==> config.mk <==
export PLATFORM = sky130hd
export DESIGN_NAME = paddle_ctrl
export DESIGN_NICKNAME = d
export VERILOG_FILES = /design/src/rtl/paddle_ctrl.sv
export SDC_FILE = /design/constraint.sdc
export NUM_CORES = 1
export LEC_CHECK = 0
export BUFFER_PORTS_ARGS = -buffer_cell sky130_fd_sc_hd__buf_4
export CORE_UTILIZATION = 35
export CTS_BUF_LIST = sky130_fd_sc_hd__clkbuf_2
export CTS_CLUSTER_DIAMETER = 30
export CTS_CLUSTER_SIZE = 28
export DETAILED_ROUTE_END_ITERATION = 6
export PLACE_DENSITY_LB_ADDON = 0.08
export SLEW_MARGIN = 30
export SYNTH_ARGS = -nofsm -noshare
export SYNTH_HDL_FRONTEND = slang
export SYNTH_SLANG_ARGS = --single-unit
==> constraint.sdc <==
create_clock -name PixelClock -period 6.35 [get_ports PixelClock]
set_input_delay 1.27 -clock PixelClock [delete_from_list [all_inputs] [get_ports PixelClock]]
set_output_delay 1.27 -clock PixelClock [all_outputs]
set_load 0.01 [all_outputs]
==> src/rtl/paddle_ctrl.sv <==
// Paddle movement controller: synchronizes and debounces the buttons, picks a manual or
// ball-tracking request, blocks moves past the screen edges and emits rate-limited move pulses.
module paddle_ctrl #(
    parameter int unsigned DEBOUNCE_CYCLES = 500000,
    parameter int unsigned STEP_DIV        = 50000,
    parameter int unsigned AI_DEADBAND     = 4,
    parameter int unsigned SCREEN_HEIGHT   = 600
) (
    input  logic       PixelClock,
    input  logic       Reset,
    input  logic       btnUp,
    input  logic       btnDown,
    input  logic       aiMode,
    input  logic [9:0] ballY,
    input  logic [9:0] paddleTop,
    input  logic [9:0] paddleBottom,
    output logic [1:0] paddleMove
);

    localparam int unsigned DB_W   = (DEBOUNCE_CYCLES > 1) ? $clog2(DEBOUNCE_CYCLES) : 1;
    localparam int unsigned STEP_W = (STEP_DIV > 1) ? $clog2(STEP_DIV) : 1;
    localparam int unsigned CMP_W  = 11;
    localparam int unsigned N_SYNC = 3;
    localparam int unsigned N_BTN  = 2;

    // Bit positions inside the synchronizer vectors
    localparam int unsigned IDX_UP = 0;
    localparam int unsigned IDX_DN = 1;
    localparam int unsigned IDX_AI = 2;

    localparam logic [DB_W-1:0]   DB_LAST   = DB_W'(DEBOUNCE_CYCLES - 1);
    localparam logic [STEP_W-1:0] STEP_LAST = STEP_W'(STEP_DIV - 1);
    localparam logic [CMP_W-1:0]  DEADBAND  = CMP_W'(AI_DEADBAND);
    localparam logic [CMP_W-1:0]  BOTTOM_LIM = CMP_W'(SCREEN_HEIGHT - 1);
    localparam logic [CMP_W-1:0]  TOP_LIM   = CMP_W'(1);

    localparam logic [1:0] MOVE_NONE = 2'b00;
    localparam logic [1:0] MOVE_UP   = 2'b01;
    localparam logic [1:0] MOVE_DOWN = 2'b10;

    typedef enum logic [1:0] {
        ST_IDLE = 2'd0,
        ST_UP   = 2'd1,
        ST_DOWN = 2'd2
    } state_e;

    logic [N_SYNC-1:0] sync1_q, sync1_d;
    logic [N_SYNC-1:0] sync2_q, sync2_d;
    logic [N_BTN-1:0]  db_q, db_d;
    logic [DB_W-1:0]   db_cnt_q [N_BTN];
    logic [DB_W-1:0]   db_cnt_d [N_BTN];

    state_e            state_q, state_d;
    logic [STEP_W-1:0] step_cnt_q, step_cnt_d;
    logic [1:0]        move_q, move_d;

    state_e            manual_req;
    state_e            ai_req;
    state_e            sel_req;
    state_e            gated_req;

    logic [CMP_W-1:0]  pos_sum;
    logic [CMP_W-1:0]  centre;
    logic [CMP_W-1:0]  ball_ext;
    logic [CMP_W-1:0]  top_ext;
    logic [CMP_W-1:0]  bottom_ext;

    // Two-flop synchronizers for all three asynchronous inputs
    always_comb begin
        sync1_d = {aiMode, btnDown, btnUp};
        sync2_d = sync1_q;
    end

    // Debounce: a level change is accepted only after DEBOUNCE_CYCLES consecutive differing samples
    always_comb begin
        db_d = db_q;
        for (int i = 0; i < int'(N_BTN); i++) begin
            db_cnt_d[i] = '0;
            if (sync2_q[i] != db_q[i]) begin
                if (db_cnt_q[i] == DB_LAST) begin
                    db_d[i]     = sync2_q[i];
                    db_cnt_d[i] = '0;
                end else begin
                    db_cnt_d[i] = db_cnt_q[i] + DB_W'(1);
                end
            end
        end
    end

    // Manual request: opposing buttons cancel each other
    always_comb begin
        manual_req = ST_IDLE;
        if (db_q[IDX_UP] && !db_q[IDX_DN]) begin
            manual_req = ST_UP;
        end else if (db_q[IDX_DN] && !db_q[IDX_UP]) begin
            manual_req = ST_DOWN;
        end
    end

    // Ball tracking: steer the paddle centre towards the ball, with a deadband to avoid dithering
    always_comb begin
        ball_ext   = {1'b0, ballY};
        top_ext    = {1'b0, paddleTop};
        bottom_ext = {1'b0, paddleBottom};
        pos_sum    = top_ext + bottom_ext;
        centre     = pos_sum >> 1;
        ai_req     = ST_IDLE;
        if ((ball_ext + DEADBAND) < centre) begin
            ai_req = ST_UP;
        end else if (ball_ext > (centre + DEADBAND)) begin
            ai_req = ST_DOWN;
        end
    end

    // Source select and screen-edge gating
    always_comb begin
        sel_req   = sync2_q[IDX_AI] ? ai_req : manual_req;
        gated_req = sel_req;
        if ((sel_req == ST_UP) && (top_ext <= TOP_LIM)) begin
            gated_req = ST_IDLE;
        end
        if ((sel_req == ST_DOWN) && (bottom_ext >= BOTTOM_LIM)) begin
            gated_req = ST_IDLE;
        end
    end

    // Direction FSM: a request change restarts the step timer; steady requests pulse every STEP_DIV cycles
    always_comb begin
        state_d    = gated_req;
        step_cnt_d = '0;
        move_d     = MOVE_NONE;
        if ((gated_req == state_q) && (state_q != ST_IDLE)) begin
            if (step_cnt_q == STEP_LAST) begin
                step_cnt_d = '0;
                move_d     = (state_q == ST_UP) ? MOVE_UP : MOVE_DOWN;
            end else begin
                step_cnt_d = step_cnt_q + STEP_W'(1);
            end
        end
    end

    always_ff @(posedge PixelClock) begin
        if (Reset) begin
            sync1_q    <= '0;
            sync2_q    <= '0;
            db_q       <= '0;
            for (int i = 0; i < int'(N_BTN); i++) begin
                db_cnt_q[i] <= '0;
            end
            state_q    <= ST_IDLE;
            step_cnt_q <= '0;
            move_q     <= MOVE_NONE;
        end else begin
            sync1_q    <= sync1_d;
            sync2_q    <= sync2_d;
            db_q       <= db_d;
            for (int i = 0; i < int'(N_BTN); i++) begin
                db_cnt_q[i] <= db_cnt_d[i];
            end
            state_q    <= state_d;
            step_cnt_q <= step_cnt_d;
            move_q     <= move_d;
        end
    end

    assign paddleMove = move_q;

endmodule

==> results of run 1 <==
## path summary, 6_finish.rpt
kind	end	cells after the start	from
setup / recovery	step_cnt_q[0]	18	paddleTop[0]
hold / removal	sync2_q[0]	1	sync1_q[0]
setup reg to reg	step_cnt_q[1]	7	db_q[0]
hold reg to reg	sync2_q[0]	1	sync1_q[0]
## critical path, delay by kind of cell
kind                     cells  cell delay [ns]
AO/OA/AOI/OAI                7             1.61
AND/OR/NAND/NOR              5             1.02
adder cells (fa/ha/maj)      2             0.73
XOR/XNOR                     2             0.37
buffers and inverters        2             0.22
## state kept, by name, indices dropped and copies added, names as in the netlist
name,count
db_cnt_q,38
step_cnt_q,16
sync1_q,3
sync2_q,3
db_q,2
paddleMove,2
state_q,2
## metal layers
| layer | vias up | GRT usage | part of all wire |
|---|---|---|---|
| li1 | 1733 | - | - |
| met1 | 1488 | 0.182 | 0.48 |
| met2 | 48 | 0.260 | 0.47 |
| met3 | 11 | 0.0383 | 0.029 |
| met4 | 0 | 0.0483 | 0.014 |
| met5 | - | 0 | 0 |
## synthesized netlist by cell type, drive strengths merged (2+ instances only)
master,count,area [um2]
xor2,32,280
and4,2,17.5
nor4b,5,43.8
nor3b,6,45.0
or3,5,31.3
a2111oi,2,23.8
nor4,7,43.8
a31oi,4,25.0
nand3b,2,15.0
or2,5,31.3
o211ai,5,37.5
a21oi,14,70.1
clkbuf,7,26.3
and3,12,80.1
a211o,2,17.5
nand3,28,140
nor3,8,40.0
o21ai,8,43.8
nand2b,3,18.8
a211oi,2,15.0
buf,2,15.0
mux2i,2,20.0
nor2b,6,37.5
nor2,75,307
or3b,2,17.5
o2111ai,2,17.5
ha,32,400
inv,16,60.1
xnor2,34,298
dfxtp,66,1320
a21o,7,52.6
nand4,10,62.6
nand2,48,180
## layout by cell type (no fill, tap or decap), types with 2 or more instances in the layout
cell type,instances
o211ai_1,5
nor2_1,65
inv_1,16
nand2b_1,3
nand3b_1,2
o21ai_0,7
clkinv_4,2
ha_1,32
buf_4,36
nor3b_1,6
a211o_1,2
or3_1,5
clkbuf_2,9
a31oi_1,4
nor2_2,10
nand2_1,48
nor3_1,8
nand4_1,10
a211oi_1,2
and3_1,11
xnor2_1,34
nand3_1,28
dfxtp_1,66
xor2_1,32
mux2i_1,2
nor4b_1,5
bufinv_16,2
o2111ai_1,2
nor2b_1,6
nor4_1,7
a21oi_1,14
or3b_2,2
or2_2,4
and4_1,2
a21o_1,7
## stage by stage
stage                util  power [mW]  hold slack (ns)  instance area, um2
CTS                 0.412       0.914            0.458                4530
global placement    0.400       0.619            0.419                4390
finish              0.412       0.897            0.457                4530
detailed placement  0.400       0.621            0.422                4390
global route        0.412       0.957            0.468                4530
floorplan               -       0.563            0.414                3990
## cells by family (layout without fill, tap and decap cells)
family / count (synthesis) / in the layout / synth area share
AOI/OAI and AO/OA: 55 / 55 / 0.0995
xor gates and xnor gates: 66 / 66 / 0.145
adders and majority gates: 33 / 33 / 0.105
buffers and inverters: 25 / 68 / 0.0254
DFF: 66 / 66 / 0.332
muxes: 2 / 2 / 0.00502
and+or+nand+nor: 228 / 228 / 0.288
## where the power goes
| part | internal, mW | switching (mW) |
|---|---|---|
| combinational | 0.0881 | 0.105 |
| sequential | 0.417 | 0.00124 |
| clock | 0.130 | 0.156 |
| total | 0.635 | 0.262 |
## cell type report
| cell class | instances | share of cell area |
|---|---|---|
| clock buffers | 9 | 0.00995 |
| repair buffers | 36 | 0.0597 |
| flip-flops and latches | 66 | 0.292 |
| multi-input cells | 384 | 0.566 |
| clock inverters | 7 | 0.0207 |
| inverters | 16 | 0.0133 |
| well taps | 140 | 0.0387 |
==> flow_summary_export.csv, run 1 <==
group,metric,value,unit
synth,synthesis.area,3990,um2
synth,ys_types,53,
floorplanning,dieArea,11800,um2
outcome,status,"complete, no violations",
global_routing,grt.total_usage,0.151,
clock_network,numCtsBuffers,9,
timing,fmax,207,MHz
worst_setup_path,critPathCaptureType,"flip-flop",
route,wire_per_inst,12.2,um
worst_setup_path,crit_fanout,16,
final_layout,final_net_count,581,
clock_network,h-tree-depth,3,
floorplanning,row_count,38,
global_routing,grt_max_degree,20,
clock_network,worstSkewPairLatency,0.50,ns
final_layout,antenna_cells,0,
synth,synth_seq_cells,66,
worst_setup_path,path_cells,"buf_4, and2_1, fa_1, a21o_1, a221oi_2, xnor2_1, inv_1, nor4_1, nand3b_1, xnor2_1, ha_1, nand4_1, o31ai_1, a21oi_1, o211ai_1, a2111oi_2, a21boi_4, nor3b_1",
worst_setup_path,cp_common_cell,"xnor2_1",
synth,synth-edff-count,0,
timing,relSlewSlack,0.548,
timing,finalWorstSetupSlack,1.52,ns
clock_network,cts_root_buf,"clkbuf_2",
route,dr.pass1.iters,4,
worst_setup_path,crit_type,"input pin to flip-flop",
clock_network,postCtsSetupBuffers,0,
final_layout,seq_area,1320,um2
timing,drv_slew,0,
timing,setup_viol,0,
final_layout,multiInputGateArea,2560,um2
worst_setup_path,required,6.77,ns
synth,yosys_warnings,0,
floorplanning,core_area,11000,um2
hold_path,hp-class,"flip-flop to flip-flop",
timing,tightest_slew,0.676,ns
clock_network,cts_resized,0,
clock_network,clock_path_buffers,2,
placed_design,globalplace.congestion,0.839,
worst_setup_path,cpPeakStageDelay,0.49,ns
route,drc,0,
worst_setup_path,start_kind,"input pin",
clock_network,cts_sinks,66,
route,drtAntennaViolNets,0,
synth,syn_avg_cell_area,8.39,um2
clock_network,cts_hold_buf,0,
timing,setup_tns,0,ns
route,routed_wl,8010,um
power,irDropWorstVdd,0.145,mV
floorplanning,fp.dieH,109,um
placed_design,place_inst,642,
synth,ys.flop_type,"dfxtp_1",
final_layout,fin_cells,658,
clock_network,clkTransAtPathRegs,0.18,ns
worst_setup_path,crit_slowest_cell,"a2111oi_2",
route,vias_per_cell,4.98,
placed_design,port_buffers,36,
job,drv_cap,0,
timing,finalCriticalPeriod,4.83,ns
synth,async_flop_share,0,
placed_design,place_ws,0.964,ns
timing,rsz0062_at_grt,"false",
timing,period_share,0.761,
timing,finalClockSkew,0.0322,ns
final_layout,layout-drive-gt1-share,0.141,
final_layout,syn_to_final_growth,13.6,%
worst_setup_path,arrival,5.25,ns
global_routing,antenna_found_initial,0,
power,cellPowerDensity,198,nW/um2
floorplanning,initial_core_util,0.363,
synth,postSynthNetCount,543,
worst_setup_path,ff2ff_setup_slack,4.26,ns
power,leakagePower,1.68,nW
floorplanning,die_width,109,um
route,vias,3280,
final_layout,fillers,1143,
synth,yosysSeqAreaShare,0.332,
clock_network,tritoncts,"yes",
floorplanning,io-pin-count,37,
global_routing,grt_pass1_wl,14200,um
synth,synthCells,475,
global_routing,grt_overflow,0,
route,drt_iter0_drc,88,
global_routing,grt_pass1_vias,3240,
placed_design,dp.final_hpwl,6290,um
timing,hold_violations,0,
Power figures use the tool's default switching activity.
==> run 2: changes to the inputs <==
==> constraint.sdc (replaced) <==
create_clock -name PixelClock -period 4.6 [get_ports PixelClock]
set_input_delay 0.92 -clock PixelClock [delete_from_list [all_inputs] [get_ports PixelClock]]
set_output_delay 0.92 -clock PixelClock [all_outputs]
set_load 0.01 [all_outputs]
==> run 2 against run 1 <==
Net effect: worst setup slack lost 1.2 ns; count of clock-buffer cells in the layout grew 2; wire length grew 4.0%; utilization grew 1.5 points; critical path depth grew 1; clock skew grew 0.0019 ns; critical path type unchanged; critical endpoint is now step_cnt_q[2].
==> flow_summary_export.csv, run 2 (synthesized netlist as in run 1, its figures left out) <==
group,metric,value,unit
clock_network,cts_sinks,66,
final_layout,regMostFlops,"db_cnt_q",
worst_setup_path,arrival,4.66,ns
hold_path,holdPathStages,1,
worst_setup_path,r2r-start,"db_cnt_q[0][0]",
global_routing,grt_max_degree,20,
clock_network,clock_path_buffers,2,
placed_design,port_buffers,36,
clock_network,postCtsSetupBuffers,0,
final_layout,syn_to_final_growth,17.7,%
clock_network,cts_resized,0,
worst_setup_path,start_kind,"input pin",
route,drt_iter0_drc,106,
global_routing,grt.total_usage,0.152,
placed_design,globalplace.congestion,0.847,
timing,rsz0062_at_grt,"false",
timing,setup_tns,0,ns
route,wire_per_inst,12.2,um
power,cellPowerDensity,260,nW/um2
timing,setup_viol,0,
placed_design,dp.final_hpwl,6580,um
placed_design,post_dp_cell_area,4580,um2
timing,period_share,0.921,
route,routed_wl,8330,um
floorplanning,core_area,11000,um2
timing,fmax,236,MHz
final_layout,antenna_cells,0,
worst_setup_path,reg2reg_to,"db_cnt_q[0][15]",
job,drv_cap,0,
timing,relSlewSlack,0.581,
timing,finalCriticalPeriod,4.24,ns
final_layout,layout-drive-gt1-share,0.181,
global_routing,grt_pass1_wl,14100,um
worst_setup_path,critPathCaptureType,"flip-flop",
hold_path,hp-class,"flip-flop to flip-flop",
final_layout,layout_commonest_cell,"dfxtp_1",
worst_setup_path,crit_path_end,"step_cnt_q[2]",
worst_setup_path,cpPeakStageDelay,0.52,ns
floorplanning,fp.dieH,109,um
worst_setup_path,path_cells,"buf_4, and2_1, fa_1, a21o_1, a221oi_2, xnor2_1, inv_1, nor4_1, nand3b_1, xnor2_1, ha_1, nand4_1, o31ai_1, a21oi_1, o211ai_1, a2111oi_2, a21boi_4, buf_4, nor2_1",
worst_setup_path,ff2ff_setup_slack,2.62,ns
clock_network,h-tree-depth,3,
clock_network,numCtsBuffers,9,
final_layout,final_cell_mix,"dfxtp_1, nor2_1, buf_4",
worst_setup_path,crit_start,"paddleTop[0]",
final_layout,reg.largest.list,"db_cnt_q x38, step_cnt_q x16",
power,irDropWorstVdd,0.137,mV
route,drc,0,
worst_setup_path,crit_slowest_cell,"a2111oi_2",
worst_setup_path,crit_type,"input pin to flip-flop",
timing,finalClockSkew,0.0341,ns
floorplanning,dieArea,11800,um2
route,drtAntennaViolNets,0,
clock_network,clkTransAtPathRegs,0.18,ns
floorplanning,die_width,109,um
worst_setup_path,crit_fanout,5,
final_layout,fin_area,4690,um2
global_routing,antenna_found_initial,0,
timing,hold_violations,0,
clock_network,cts_root_buf,"clkbuf_2",
timing,tightest_slew,0.623,ns
clock_network,tritoncts,"yes",
floorplanning,row_count,38,
clock_network,worstSkewPairLatency,0.50,ns
global_routing,grt_pass1_vias,3123,
timing,drv_slew,0,
power,leakagePower,1.79,nW
floorplanning,initial_core_util,0.363,
route,vias,3315,
route,vias_per_cell,4.86,
clock_network,cts_hold_buf,0,
floorplanning,io-pin-count,37,
route,dr.pass1.iters,4,
final_layout,seq_area,1320,um2
worst_setup_path,reg2reg_depth,5,
final_layout,largest_reg_flops,38,
final_layout,final_net_count,605,
outcome,status,"complete, no violations",
final_layout,fillers,1114,
global_routing,grt_overflow,0,
worst_setup_path,required,5.02,ns
final_layout,multiInputGateArea,2560,um2
[run 2: stage by stage]
step	power [mW]	instances	util	hold WS, ns	setup WS [ns]
floorplan	0.777	475	-	0.414	0.0640
global placement	0.890	666	0.417	0.418	-0.0574
detailed placement	0.897	666	0.417	0.422	-0.183
CTS	1.24	682	0.427	0.451	0.372
global route	1.31	682	0.427	0.463	0.0773
finish	1.22	682	0.427	0.449	0.364
[run 2: worst max-delay path, delay by kind of cell]
kind	cells	cell delay [ns]
adders and majority gates	2	0.72
and+or+nand+nor	5	0.83
AOI/OAI and AO/OA	7	1.49
buffers and inverters	3	0.36
xor gates and xnor gates	2	0.33
[run 2: area by class of cell]
| class | count | area share |
|---|---|---|
| well taps | 140 | 0.0373 |
| clock inverters | 5 | 0.0117 |
| clock buffers | 11 | 0.0117 |
| repair buffers | 60 | 0.0987 |
| multi-input cells | 384 | 0.546 |
| inverters | 16 | 0.0128 |
| flip-flops and latches | 66 | 0.282 |
[run 2: worst min path at each step]
stage / start / endpoint / slack [ns]
2_1_floorplan: sync1_q[0] / sync2_q[0] / 0.41
3_3_place_gp: sync1_q[0] / sync2_q[0] / 0.42
3_5_place_dp: sync1_q[0] / sync2_q[0] / 0.42
4_1_cts: sync1_q[2] / sync2_q[2] / 0.45
5_1_grt: sync1_q[0] / sync2_q[0] / 0.46
6_report: sync1_q[2] / sync2_q[2] / 0.45
[run 2: where the power goes]
part / total, mW / internal [mW] / switching, mW
clock: 0.335 / 0.128 / 0.207
sequential: 0.578 / 0.576 / 0.00169
combinational: 0.306 / 0.153 / 0.154
[run 2: per-layer routing]
| metal | share of wire | global-route usage | vias up |
|---|---|---|---|
| li1 | - | - | 1780 |
| met1 | 0.50 | 0.192 | 1477 |
| met2 | 0.45 | 0.246 | 45 |
| met3 | 0.027 | 0.0359 | 13 |
| met4 | 0.024 | 0.0685 | 0 |
| met5 | 0 | 0 | - |
